### config.mk
export PLATFORM = sky130hd
export DESIGN_NAME = io_bus_arbiter
export DESIGN_NICKNAME = d
export VERILOG_FILES = /design/src/rtl/io_bus_arbiter.sv
export SDC_FILE = /design/constraint.sdc
export NUM_CORES = 1
export LEC_CHECK = 0
export ABC_AREA = 1
export CORE_MARGIN = 2
export CORE_UTILIZATION = 43
export DETAILED_ROUTE_END_ITERATION = 7
export GPL_TIMING_DRIVEN = 0
export HOLD_SLACK_MARGIN = 0.15
export MAX_ROUTING_LAYER = met4
export PLACE_DENSITY = 0.85
export SLEW_MARGIN = 15
export SYNTH_ARGS = -nofsm -noshare
export SYNTH_HDL_FRONTEND = slang
export SYNTH_SLANG_ARGS = --single-unit
### constraint.sdc
create_clock -name clk -period 2.2 [get_ports clk]
set_input_delay 0.55 -clock clk [delete_from_list [all_inputs] [get_ports clk]]
set_output_delay 0.55 -clock clk [all_outputs]
set_load 0.02 [all_outputs]
### src/rtl/io_bus_arbiter.sv
// Two-master, one-target arbiter for the internal I/O register bus.
// Serialises transactions with round-robin fairness and timeout recovery (open-bus FFh).
module io_bus_arbiter #(
  parameter int unsigned ACK_TIMEOUT = 16,
  parameter int unsigned RD_TIMEOUT  = 16
) (
  input  logic        clk,
  input  logic        reset,

  input  logic        m0_io_req,
  output logic        m0_ack,
  input  logic        m0_wrt,
  input  logic [15:0] m0_address,
  input  logic [7:0]  m0_wdata,
  output logic [7:0]  m0_rdata,
  output logic        m0_rdata_en,

  input  logic        m1_io_req,
  output logic        m1_ack,
  input  logic        m1_wrt,
  input  logic [15:0] m1_address,
  input  logic [7:0]  m1_wdata,
  output logic [7:0]  m1_rdata,
  output logic        m1_rdata_en,

  output logic        bus_io_req,
  input  logic        bus_ack,
  output logic        bus_wrt,
  output logic [15:0] bus_address,
  output logic [7:0]  bus_wdata,
  input  logic [7:0]  bus_rdata,
  input  logic        bus_rdata_en
);

  typedef enum logic [1:0] {
    IDLE,
    REQ,
    RD_WAIT,
    ABORT_RD
  } state_t;

  localparam logic [7:0] ACK_LAST = 8'(ACK_TIMEOUT - 1);
  localparam logic [7:0] RD_LAST  = 8'(RD_TIMEOUT - 1);

  state_t      state;
  logic        grant;
  logic        last_grant;
  logic [7:0]  timer;

  logic        pick;
  logic        ack_expired;
  logic        rd_expired;
  logic        req_done;
  logic        ret_fire;
  logic [7:0]  ret_data;

  // On a tie the master that was not served last wins.
  always_comb begin
    pick = 1'b0;
    if (m0_io_req && m1_io_req) pick = ~last_grant;
    else if (m1_io_req)         pick = 1'b1;
  end

  assign ack_expired = (timer == ACK_LAST);
  assign rd_expired  = (timer == RD_LAST);

  // A timed-out request is still acknowledged so the master releases its request.
  assign req_done = (state == REQ) && (bus_ack || ack_expired);
  assign m0_ack   = req_done && !grant;
  assign m1_ack   = req_done &&  grant;

  always_comb begin
    ret_fire = 1'b0;
    ret_data = bus_rdata;
    if (state == ABORT_RD) begin
      ret_fire = 1'b1;
      ret_data = 8'hFF;
    end else if (state == RD_WAIT && bus_rdata_en) begin
      ret_fire = 1'b1;
    end
  end

  always_ff @(posedge clk or posedge reset) begin
    if (reset) begin
      state       <= IDLE;
      grant       <= 1'b0;
      last_grant  <= 1'b1;
      timer       <= '0;
      bus_io_req  <= 1'b0;
      bus_wrt     <= 1'b0;
      bus_address <= '0;
      bus_wdata   <= '0;
      m0_rdata    <= '0;
      m0_rdata_en <= 1'b0;
      m1_rdata    <= '0;
      m1_rdata_en <= 1'b0;
    end else begin
      m0_rdata_en <= ret_fire && !grant;
      m1_rdata_en <= ret_fire &&  grant;
      if (ret_fire && !grant) m0_rdata <= ret_data;
      if (ret_fire &&  grant) m1_rdata <= ret_data;

      case (state)
        IDLE: begin
          if (m0_io_req || m1_io_req) begin
            grant       <= pick;
            bus_wrt     <= pick ? m1_wrt     : m0_wrt;
            bus_address <= pick ? m1_address : m0_address;
            bus_wdata   <= pick ? m1_wdata   : m0_wdata;
            bus_io_req  <= 1'b1;
            timer       <= '0;
            state       <= REQ;
          end
        end

        REQ: begin
          if (bus_ack) begin
            bus_io_req <= 1'b0;
            last_grant <= grant;
            timer      <= '0;
            state      <= bus_wrt ? IDLE : RD_WAIT;
          end else if (ack_expired) begin
            bus_io_req <= 1'b0;
            last_grant <= grant;
            timer      <= '0;
            state      <= bus_wrt ? IDLE : ABORT_RD;
          end else begin
            timer <= timer + 8'd1;
          end
        end

        RD_WAIT: begin
          if (bus_rdata_en) begin
            timer <= '0;
            state <= IDLE;
          end else if (rd_expired) begin
            timer <= '0;
            state <= ABORT_RD;
          end else begin
            timer <= timer + 8'd1;
          end
        end

        ABORT_RD: begin
          timer <= '0;
          state <= IDLE;
        end

        default: begin
          timer <= '0;
          state <= IDLE;
        end
      endcase
    end
  end

endmodule

==> impl_metrics.csv <==
group,metric,value,unit
clocking,htree_num_levels,2,
power_and_ir_drop,swShare,0.4152,
critical_path,critPathCaptureType,"output pin",
route,routedWlPerCell,13.54,µm
floorplan,dieHeight,82.02,µm
critical_path,critPathArrivalTime,1.61,ns
route,drc,0,
power_and_ir_drop,comb_power_share,0.543,
critical_path,crit_path_frequent_cell,"nand2_2",
hold_path,worst_hold_path.num_cells,2,
logic_synthesis,syn_area,2618,µm²
final_layout,num-fill-cells,476,
outcome,outcome,"finished clean",
critical_path,critical-path-top-delay-family,"simple AND/OR/NAND/NOR gates",
timing,layout_min_cycle_time,2.157,ns
logic_synthesis,ys_types,21,
route,drt-pass1-iter-count,4,
route,routed_wl,6.934,mm
critical_path,slowest_delay,0.39,ns
clocking,clock_latency,0.31,ns
placement,portBuffers,109,
power_and_ir_drop,p_clk_frac,0.113,
timing,hold_violations,0,
final_layout,stdcell_area,3985,µm²
final_layout,syn2layout_area_growth,52.25,%
power_and_ir_drop,total_power,5.029,mW
route,route.vias.total,2561,
clocking,cts_buffers,5,
floorplan,num_io_pins,110,
clocking,clock_sinks,56,
route,drt_iter0_drc,190,
floorplan,rows,28,
placement,dpl-instance-area,3822,µm²
critical_path,critical_path_required,1.65,ns
logic_synthesis,yosys_warnings,0,
clocking,postCtsHoldBufs,0,
route,routed_via_density,5.002,
grt,antenna_found_initial,0,
power_and_ir_drop,ir_worst_vdd,0.5889,mV
grt,grt_pass1_wl,11.42,mm
logic_synthesis,synthCells,313,
flow_run,cap_violations,0,
final_layout,drive_gt1_frac,0.1007,
power_and_ir_drop,intPower,2.940,mW
final_layout,nets,506,
hold_path,min_to,"m0_rdata[1]$_DFFE_PP0P_",
floorplan,core_area,5886,µm²
timing,fmax,463.5,MHz
critical_path,reg2reg_depth,8,
timing,hold_ws,0.4924,ns
logic_synthesis,syn_area_per_cell,8.363,µm²
critical_path,ff2ff_setup_slack,0.51,ns
clocking,cts_root_buffer,"clkbuf_8",
grt,grt_max_degree,34,
placement,gp_congestion,0.7756,
hold_path,hp-start,"m0_rdata[1]$_DFFE_PP0P_",
floorplan,initial_core_util,0.4447,
clocking,clk_pin_slew,0.10,ns
critical_path,path_buf_inv,1,
critical_path,slowest_stage,"dfrtp_1",
route,antenna_left,0,
logic_synthesis,synth-seq-area-share,0.5359,
timing,slew_headroom,0.6427,
hold_path,hp-class,"flip-flop to flip-flop",
critical_path,cp-start-kind,"flip-flop",
grt,overflow,0,
critical_path,reg2reg_from,"state[0]$_DFFE_PP0P_",
grt,grt_usage,0.2218,
timing,fin_skew,0.006677,ns
critical_path,worstReg2RegEnd,"bus_address[10]$_DFFE_PP0P_",
final_layout,n_antenna_cell,0,
critical_path,startpoint,"timer[1]$_DFFE_PP0N_",
timing,drv_slew,0,
timing,tightest_slew,0.5352,ns
floorplan,dieArea,6727,µm²
power_and_ir_drop,cellLeakagePower,1.818,nW
power_and_ir_drop,power.density,1262,nW/µm²
clocking,cts_tree,"done",
critical_path,critPathKind,"flip-flop to output pin",
timing,setup_violations,0,
critical_path,path_cells,"ha_2 > nand2_2 > nor2_4 > nand3_2 > nand2_2 > nand2_4 > nor2_1 > buf_4",
grt,grt_pass1_vias,2582,
placement,hpwl,5.202,mm
power_and_ir_drop,p_seq_frac,0.344,
critical_path,cp_max_fo,4,
timing,min_period_over_period,0.9807,
logic_synthesis,syn_nets,383,
floorplan,die_w,82.02,µm
power_and_ir_drop,power_switching,2.088,mW
clocking,clock_path_buffers,2,
logic_synthesis,synth-seq-cells,56,
[Yosys cell counts (all sizes together)]
| cell type | number | share of area |
|---|---|---|
| a21boi | 1 | 0.0029 |
| clkbuf | 1 | 0.0019 |
| dfrtp | 55 | 0.53 |
| o21bai | 1 | 0.0029 |
| nand4 | 1 | 0.0024 |
| a21o | 1 | 0.0029 |
| o21ai | 75 | 0.14 |
| dfstp | 1 | 0.010 |
| nand3 | 3 | 0.0076 |
| inv | 23 | 0.033 |
| a21oi | 2 | 0.012 |
| buf | 10 | 0.032 |
| ha | 6 | 0.029 |
| nor2 | 52 | 0.075 |
| nand2 | 79 | 0.11 |
| xor2 | 2 | 0.0067 |
[worst min-delay path, delay by kind of cell (launching register included)]
kind,cells,cell delay [ns]
AND/OR/NAND/NOR,1,0.05
flip-flops,1,0.36
AO/OA/AOI/OAI,1,0.06
[repair_timing]
action                                  in CTS  in global routing
pin swaps                                    0                  3
gates resized for setup                     12                  7
endpoints found under the setup margin       2                  2
setup buffers                                2                  4
[per-stage QoR]
stage / std cells / utilization / setup slack [ns] / TNS [ns]
finish: 512 / 0.6771 / 0.04250 / 0
global route: 512 / 0.6771 / -0.01564 / -0.01564
global placement: 497 / 0.6460 / -0.6831 / -38.28
CTS: 508 / 0.6682 / 0.01526 / 0
detailed placement: 498 / 0.6494 / -0.3415 / -0.6796
floorplan: 313 / - / 0.2804 / 0
[registers in the layout, indices dropped and copies added (netlist names)]
signal and count:
bus_address 16, m1_rdata 8, bus_wdata 8, bus_wrt 1, grant 1, last_grant 1
m1_rdata_en 1, timer 8, state 2, m0_rdata_en 1, m0_rdata 8, bus_io_req 1
[power by group through the flow]
stage / registers, mW / logic, mW / clock network (mW)
final: 1.73 / 2.73 / 0.571
after global routing: 1.78 / 3.01 / 0.622
after CTS: 1.72 / 2.73 / 0.579
after detailed placement: 1.74 / 2.71 / 0
after global placement: 1.73 / 2.64 / 0
after floorplan: 2.18 / 1.04 / 0
[cells by family (layout without fill, tap and decap cells)]
family,count (synthesis),after routing,synth area share
and+or+nand+nor,135,135,0.1979
DFF,56,56,0.5359
xor gates and xnor gates,2,2,0.006693
buffers and inverters,34,158,0.06644
adders and majority gates,6,6,0.02868
AOI/OAI and AO/OA,80,80,0.1644
[final cells by class]
cell class                 count  area, µm²  share of cell area
inverter                      23      86.33             0.02166
buffer                        11      87.58             0.02198
clock buffer                   5      68.82             0.01727
timing repair buffer         116       1151              0.2889
clock inverter                 3      23.77            0.005965
tap                           75      93.84             0.02355
sequential                    56       1403              0.3520
multi-input combinational    223       1071              0.2688
[cells in the final DEF (no fill, tap or decap), drive strengths merged]
master	Yosys	layout
xor2	2	2
nand3	3	3
a21boi	1	1
inv	23	23
dfstp	1	1
ha	6	6
nor2	52	52
o21ai	75	75
o21bai	1	1
clkbuf	1	6
nand2	79	79
clkdlybuf4s50	0	107
dfrtp	55	55
clkinv	0	1
a21oi	2	2
clkinvlp	0	2
a21o	1	1
nand4	1	1
buf	10	19
[worst max path at each step]
stage | end | slack (ns) | cells past startpoint
2_1_floorplan | bus_address[0]$_DFFE_PP0P_ | 0.28 | 1
3_3_place_gp | bus_address[14]$_DFFE_PP0P_ | -0.68 | 2
3_5_place_dp | m0_ack | -0.34 | 6
4_1_cts | m0_ack | 0.02 | 8
5_1_grt | m0_ack | -0.02 | 8
6_report | m0_ack | 0.04 | 8
[routing by layer]
| metal | vias up | track usage | share of wire |
|---|---|---|---|
| met1 | 1219 | 0.2699 | 0.44 |
| met4 | 0 | 0.04833 | 0.010 |
| met3 | 8 | 0.04505 | 0.051 |
| met5 | - | - | 0 |
| li1 | 1249 | - | - |
| met2 | 85 | 0.3821 | 0.50 |
(Power assumes the default switching activity.)
